<file path="src/rtl/arf124b256e1r1w0cbbehcaa4acw_port_ctl.sv">
// Port controller for the 124b x 256-entry 1R1W latch-array regfile.
// Round-robin write arbitration, read hazard stall, zero-init after reset.
module arf124b256e1r1w0cbbehcaa4acw_port_ctl #(
  parameter int DWIDTH = 124,
  parameter int DEPTH  = 256,
  parameter int AWIDTH = 8,
  parameter int NREQ   = 2
) (
  input  logic                     clk,
  input  logic                     rst,
  input  logic [NREQ-1:0]          wr_valid,
  output logic [NREQ-1:0]          wr_ready,
  input  logic [NREQ*AWIDTH-1:0]   wr_adr,
  input  logic [NREQ*DWIDTH-1:0]   wr_data,
  input  logic                     rd_valid,
  output logic                     rd_ready,
  input  logic [AWIDTH-1:0]        rd_adr,
  output logic                     arf_wren,
  output logic [AWIDTH-1:0]        arf_wradr,
  output logic [DWIDTH-1:0]        arf_wrdata,
  output logic                     arf_rden,
  output logic [AWIDTH-1:0]        arf_rdadr,
  output logic                     init_done
);

  localparam int PW = (NREQ > 1) ? $clog2(NREQ) : 1;

  typedef enum logic {
    S_INIT,
    S_RUN
  } state_e;

  state_e              state_q, state_d;
  logic [AWIDTH-1:0]   cnt_q, cnt_d;
  logic [PW-1:0]       ptr_q, ptr_d;
  logic                wren_q, wren_d;
  logic [AWIDTH-1:0]   wradr_q, wradr_d;
  logic [DWIDTH-1:0]   wrdata_q, wrdata_d;
  logic                rden_q, rden_d;
  logic [AWIDTH-1:0]   rdadr_q, rdadr_d;
  logic                done_q, done_d;

  logic                run;
  logic                found;
  logic [PW-1:0]       gidx;
  logic [AWIDTH-1:0]   gadr;
  logic [DWIDTH-1:0]   gdata;
  logic                hazard;
  logic                rd_acc;

  assign run = (state_q == S_RUN);

  // Round-robin search: first valid requester at or after the pointer.
  always_comb begin : arb
    logic [PW-1:0] jj;
    found = 1'b0;
    gidx  = '0;
    jj    = '0;
    for (int k = 0; k < NREQ; k++) begin
      jj = PW'((int'(ptr_q) + k) % NREQ);
      if (!found && wr_valid[jj]) begin
        found = 1'b1;
        gidx  = jj;
      end
    end
  end

  assign gadr  = wr_adr[int'(gidx)*AWIDTH +: AWIDTH];
  assign gdata = wr_data[int'(gidx)*DWIDTH +: DWIDTH];

  // One-hot grant, only while running.
  always_comb begin
    wr_ready = '0;
    if (run && found) wr_ready[gidx] = 1'b1;
  end

  // A read must not see a write still settling in the array.
  always_comb begin
    hazard = (wren_q && (wradr_q == rd_adr)) ||
             (run && found && (gadr == rd_adr));
    rd_ready = run && !hazard;
    rd_acc   = rd_valid && rd_ready;
  end

  // Next-state for the FSM, pointer and flopped array-side outputs.
  always_comb begin
    state_d  = state_q;
    cnt_d    = cnt_q;
    ptr_d    = ptr_q;
    wren_d   = 1'b0;
    wradr_d  = wradr_q;
    wrdata_d = wrdata_q;
    rden_d   = 1'b0;
    rdadr_d  = rdadr_q;
    done_d   = done_q;
    unique case (state_q)
      S_INIT: begin
        wren_d   = 1'b1;
        wradr_d  = cnt_q;
        wrdata_d = '0;
        cnt_d    = cnt_q + AWIDTH'(1);
        if (cnt_q == AWIDTH'(DEPTH - 1)) begin
          state_d = S_RUN;
          done_d  = 1'b1;
        end
      end
      S_RUN: begin
        if (found) begin
          wren_d   = 1'b1;
          wradr_d  = gadr;
          wrdata_d = gdata;
          ptr_d    = PW'((int'(gidx) + 1) % NREQ);
        end
        if (rd_acc) begin
          rden_d  = 1'b1;
          rdadr_d = rd_adr;
        end
      end
      default: state_d = S_INIT;
    endcase
  end

  // State and output registers with synchronous reset.
  always_ff @(posedge clk) begin
    if (rst) begin
      state_q  <= S_INIT;
      cnt_q    <= '0;
      ptr_q    <= '0;
      wren_q   <= 1'b0;
      wradr_q  <= '0;
      wrdata_q <= '0;
      rden_q   <= 1'b0;
      rdadr_q  <= '0;
      done_q   <= 1'b0;
    end else begin
      state_q  <= state_d;
      cnt_q    <= cnt_d;
      ptr_q    <= ptr_d;
      wren_q   <= wren_d;
      wradr_q  <= wradr_d;
      wrdata_q <= wrdata_d;
      rden_q   <= rden_d;
      rdadr_q  <= rdadr_d;
      done_q   <= done_d;
    end
  end

  assign arf_wren   = wren_q;
  assign arf_wradr  = wradr_q;
  assign arf_wrdata = wrdata_q;
  assign arf_rden   = rden_q;
  assign arf_rdadr  = rdadr_q;
  assign init_done  = done_q;

  a_gnt_onehot: assert property (
    @(posedge clk) disable iff (rst) $onehot0(wr_ready));

  a_no_rd_on_wr: assert property (
    @(posedge clk) disable iff (rst)
    !(rden_q && wren_q && (rdadr_q == wradr_q)));

  a_done_in_run: assert property (
    @(posedge clk) disable iff (rst) run |-> done_q);

endmodule

</file>
<file path="config.mk">
export PLATFORM = sky130hd
export DESIGN_NAME = arf124b256e1r1w0cbbehcaa4acw_port_ctl
export DESIGN_NICKNAME = d
export VERILOG_FILES = /design/src/rtl/arf124b256e1r1w0cbbehcaa4acw_port_ctl.sv
export SDC_FILE = /design/constraint.sdc
export NUM_CORES = 1
export LEC_CHECK = 0
export ABC_AREA = 1
export CAP_MARGIN = 5
export CELL_PAD_IN_SITES_DETAIL_PLACEMENT = 2
export CELL_PAD_IN_SITES_GLOBAL_PLACEMENT = 2
export CORE_AREA = 10 10 204 206
export CTS_CLUSTER_DIAMETER = 30
export DETAILED_ROUTE_END_ITERATION = 8
export DIE_AREA = 0 0 214 216
export PLACE_DENSITY_LB_ADDON = 0.05
export SYNTH_ARGS = -nofsm -noshare
export SYNTH_HDL_FRONTEND = slang
export SYNTH_SLANG_ARGS = --single-unit
export TNS_END_PERCENT = 50
</file>
<file path="constraint.sdc">
create_clock -name clk -period 2.4 [get_ports clk]
set_clock_uncertainty 0.15 [all_clocks]
set_input_delay 0.24 -clock clk [delete_from_list [all_inputs] [get_ports clk]]
set_output_delay 0.24 -clock clk [all_outputs]
set_load 0.05 [all_outputs]
</file>
==> results by group <==
Synth
  – FFs w/ async S/R, synth: 0
  – Syn. warnings: 0
  – Largest area contributor in the netlist: dfxtp_1
  – Synth cell count leaders: nand2_1 (304), dfxtp_1 (153), a21oi_1 (135)
  – Synthesized net count: 1,212
  – Syn Inst Count: slightly above 900
  – Predominant post-synthesis flop cell: dfxtp_1
  – Count leader, synth: nand2_1
  – Seq/Total Area, Yosys: 0.414
  – Synth unique cells: 32
  – Netlist Area Pre-Place: 7390 um2
  – Dominant cells by area after synthesis: dfxtp_1 (41%), nand2_1 (15%), mux2_2 (13%)
  – Syn_area_per_cell: a little under 8 um2
  – Number of synthesized flops with an enable pin: 0
  – Seq cells post-synth: between 150 and 200
  – Top-area cell type share of the netlist area: 0.414

Timing
  – Crit share post-route: 0.973
  – Setup TNS Final: 0 ns
  – Max transition margin: 0.548
  – RSZ-0062 raised after global routing: true
  – Min Tclk post-route: 2.34 ns
  – Slew Viols, Final: 0
  – Final setup vio count: 0
  – Worst Max-Slew Pin Slew: just under 0.7 ns
  – Final worst setup slack: about 0.065 ns
  – Fmax: 0.428 GHz
  – Final Hold Fails: 0

Clocking
  – CTS tree: done
  – CTS H-Tree Depth: 4
  – Hold buffers post-CTS: 0
  – Clock buffer count from CTS: 17
  – Clk sinks: ~150
  – Clock Latency Late Sink: 0.44 ns
  – Clock transition at the registers of the reported paths: 0.06 ns
  – CTS root buf: clkbuf_16
  – CTS max path bufs: 2

Floorplan
  – Row Count: slightly above 70
  – Initial Util: 0.198
  – Die span in y: about 220 um
  – I/O Pins: between 400 and 500
  – Die area: 46,200 um2
  – Core Area: 37,400 um2
  – Die Wd: between 200 and 250 um

Placement
  – Post-placement cell count: 1,832
  – Port bufs: around 420
  – RePlAce Congestion: 0.767
  – Placed Area: 12,300 um2
  – Post-DP HPWL: slightly above 30,000 um
  – Worst slack at placement: -0.0545 ns

Global routing
  – Largest net degree at the start of global routing: 138
  – GR Overflow Total: 0
  – Gr usage total: 0.165
  – Via count of the first global-routing pass: roughly 8,800
  – First-pass GRT wire length: 58,200 um
  – Initial antenna violation count: 1

Layout
  – Fin util: 0.353
  – Layout cells sized above 1: 0.153
  – Fin cells: around 1,900
  – Fillcell total: 4,207
  – Nets: ~1,600
  – Finished Cell Area: about 13,000 um2
  – Area growth syn-to-layout: 78.7%

Routing
  – First-iteration detailed-routing DRC count: around 260
  – WL final: roughly 40,000 um
  – Routed vias: ~8,000
  – Vias per inst: between 4 and 5
  – First-pass DRT Iterations: 4
  – Antenna Nets Post-Route: 0
  – Routed len/inst: ~21 um
  – DRC: 0

Setup path
  – WP data required: about 2 ns
  – Worst Setup Start Kind: register
  – Setup crit end kind: primary output
  – Crit Path Category: reg -> out
  – Crit Path Max Fanout: 7
  – Crit path arrival time: between 1.5 and 2 ns

Min path
  – HP Class: in -> reg

Job
  – Max Cap Viol: 0

Outcome
  – Status: finished clean

Power
  – Max IR drop VDD: roughly 0.00047 V
  – Power Density: a little under 500 nW/um2
  – Lkg Pwr: 4.60 nW
cells by family (layout without fill, tap and decap cells):
family          Yosys count  in the layout  synth area share
compound gates          157            157             0.110
xor+xnor                  4              4           0.00474
fa+ha+maj                 1              1           0.00169
buf+inv                 113            540            0.0682
flops                   153            153             0.414
mux                     124            124             0.189
other cells               0              2                 0
simple gates            382            383             0.212
state kept, by name (all words and copies together), names as in the netlist:
register,cells
cnt_q,8
arf_wradr,8
arf_rden,1
run,1
arf_wrdata,124
init_done,1
arf_wren,1
arf_rdadr,8
ptr_q,1
final cells by class:
class	count	area (um2)	area share
clock buffer	18	429	0.0325
timing repair buffer	459	4650	0.352
clock inverter	13	203	0.0153
antenna	2	5.00	0.000379
sequential	153	3070	0.232
inverter	50	193	0.0146
multi-input combinational	669	4030	0.305
tap	511	639	0.0484
per-stage QoR:
stage / power (mW) / hold WS (ns)
6_report: 6.51 / 0.243
5_1_grt: 6.83 / 0.274
4_1_cts: 6.63 / 0.234
3_5_place_dp: 3.54 / 0.308
3_3_place_gp: 3.54 / 0.302
2_1_floorplan: 2.95 / 0.302
metal layers:
metal  part of all wire  global-route usage  vias up
met1               0.43               0.194     3841
met4              0.013              0.0412        0
met2               0.47               0.273      236
met5                  0                   0        -
li1                   -                   -     3892
met3              0.085              0.0685       23
where the power goes:
| group | internal (mW) | total, mW | switching [mW] |
|---|---|---|---|
| sequential | 2.55 | 2.55 | 0.00653 |
| clock | 1.83 | 2.98 | 1.15 |
| combinational | 0.628 | 0.978 | 0.350 |
| total | 5.01 | 6.51 | 1.50 |
critical path, cell delays in order (launching register included):
cell     delay (ns)
dfxtp_4        0.36
inv_4          0.04
nand2_8        0.10
buf_12         0.15
nand3_1        0.09
nand3_2        0.09
nand2_2        0.07
inv_2          0.07
nand2_2        0.06
nor2_4         0.10
nand3_4        0.07
and2_4         0.15
buf_8          0.14
timing repair:
item                                    CTS  global route
buffers inserted                          9             1
pin swaps                                 8            13
endpoints found under the setup margin    1             2
resized for setup                        15            38
endpoints found under the hold margin     0             0
cloned                                    1             0
cell usage in the layout, fill, tap and decap left out, types with 2 or more instances in the layout:
cell type,synthesis,final
inv_1,48,46
nor2_4,0,3
mux2_1,38,38
o21ai_0,12,11
clkinv_4,0,2
nand3_1,19,10
mux2_2,86,86
clkinv_2,0,4
nand3_2,2,7
clkinvlp_4,0,2
inv_2,2,2
nand4_1,9,9
nand2_4,1,2
nand2_8,1,3
a221oi_1,6,6
nand2_1,304,286
nand2_2,1,17
a31oi_1,2,2
clkbuf_16,0,17
diode_2,0,2
clkdlybuf4s50_1,0,418
a21oi_1,135,135
xnor2_1,3,3
dfxtp_1,153,151
nor3_1,5,5
and2_4,0,3
bufinv_16,0,5
inv_4,0,2
nand3_4,2,6
nor2_2,2,2
buf_12,0,12
buf_4,1,28
nor2_1,32,29
final timing paths:
path                               startpoint                          end  slack, ns  depth (start not counted)
setup / recovery           ptr_q$_SDFFE_PP0P_                     rd_ready       0.06                         12
hold / removal                            rst    arf_wradr[2]$_SDFFE_PP0P_       0.24                          3
setup reg to reg           ptr_q$_SDFFE_PP0P_    arf_wradr[5]$_SDFFE_PP0P_       0.12                         14
hold reg to reg   arf_wrdata[88]$_SDFFE_PP0P_  arf_wrdata[88]$_SDFFE_PP0P_       0.32                          2
No activity file was read; power rests on OpenSTA's default activity.
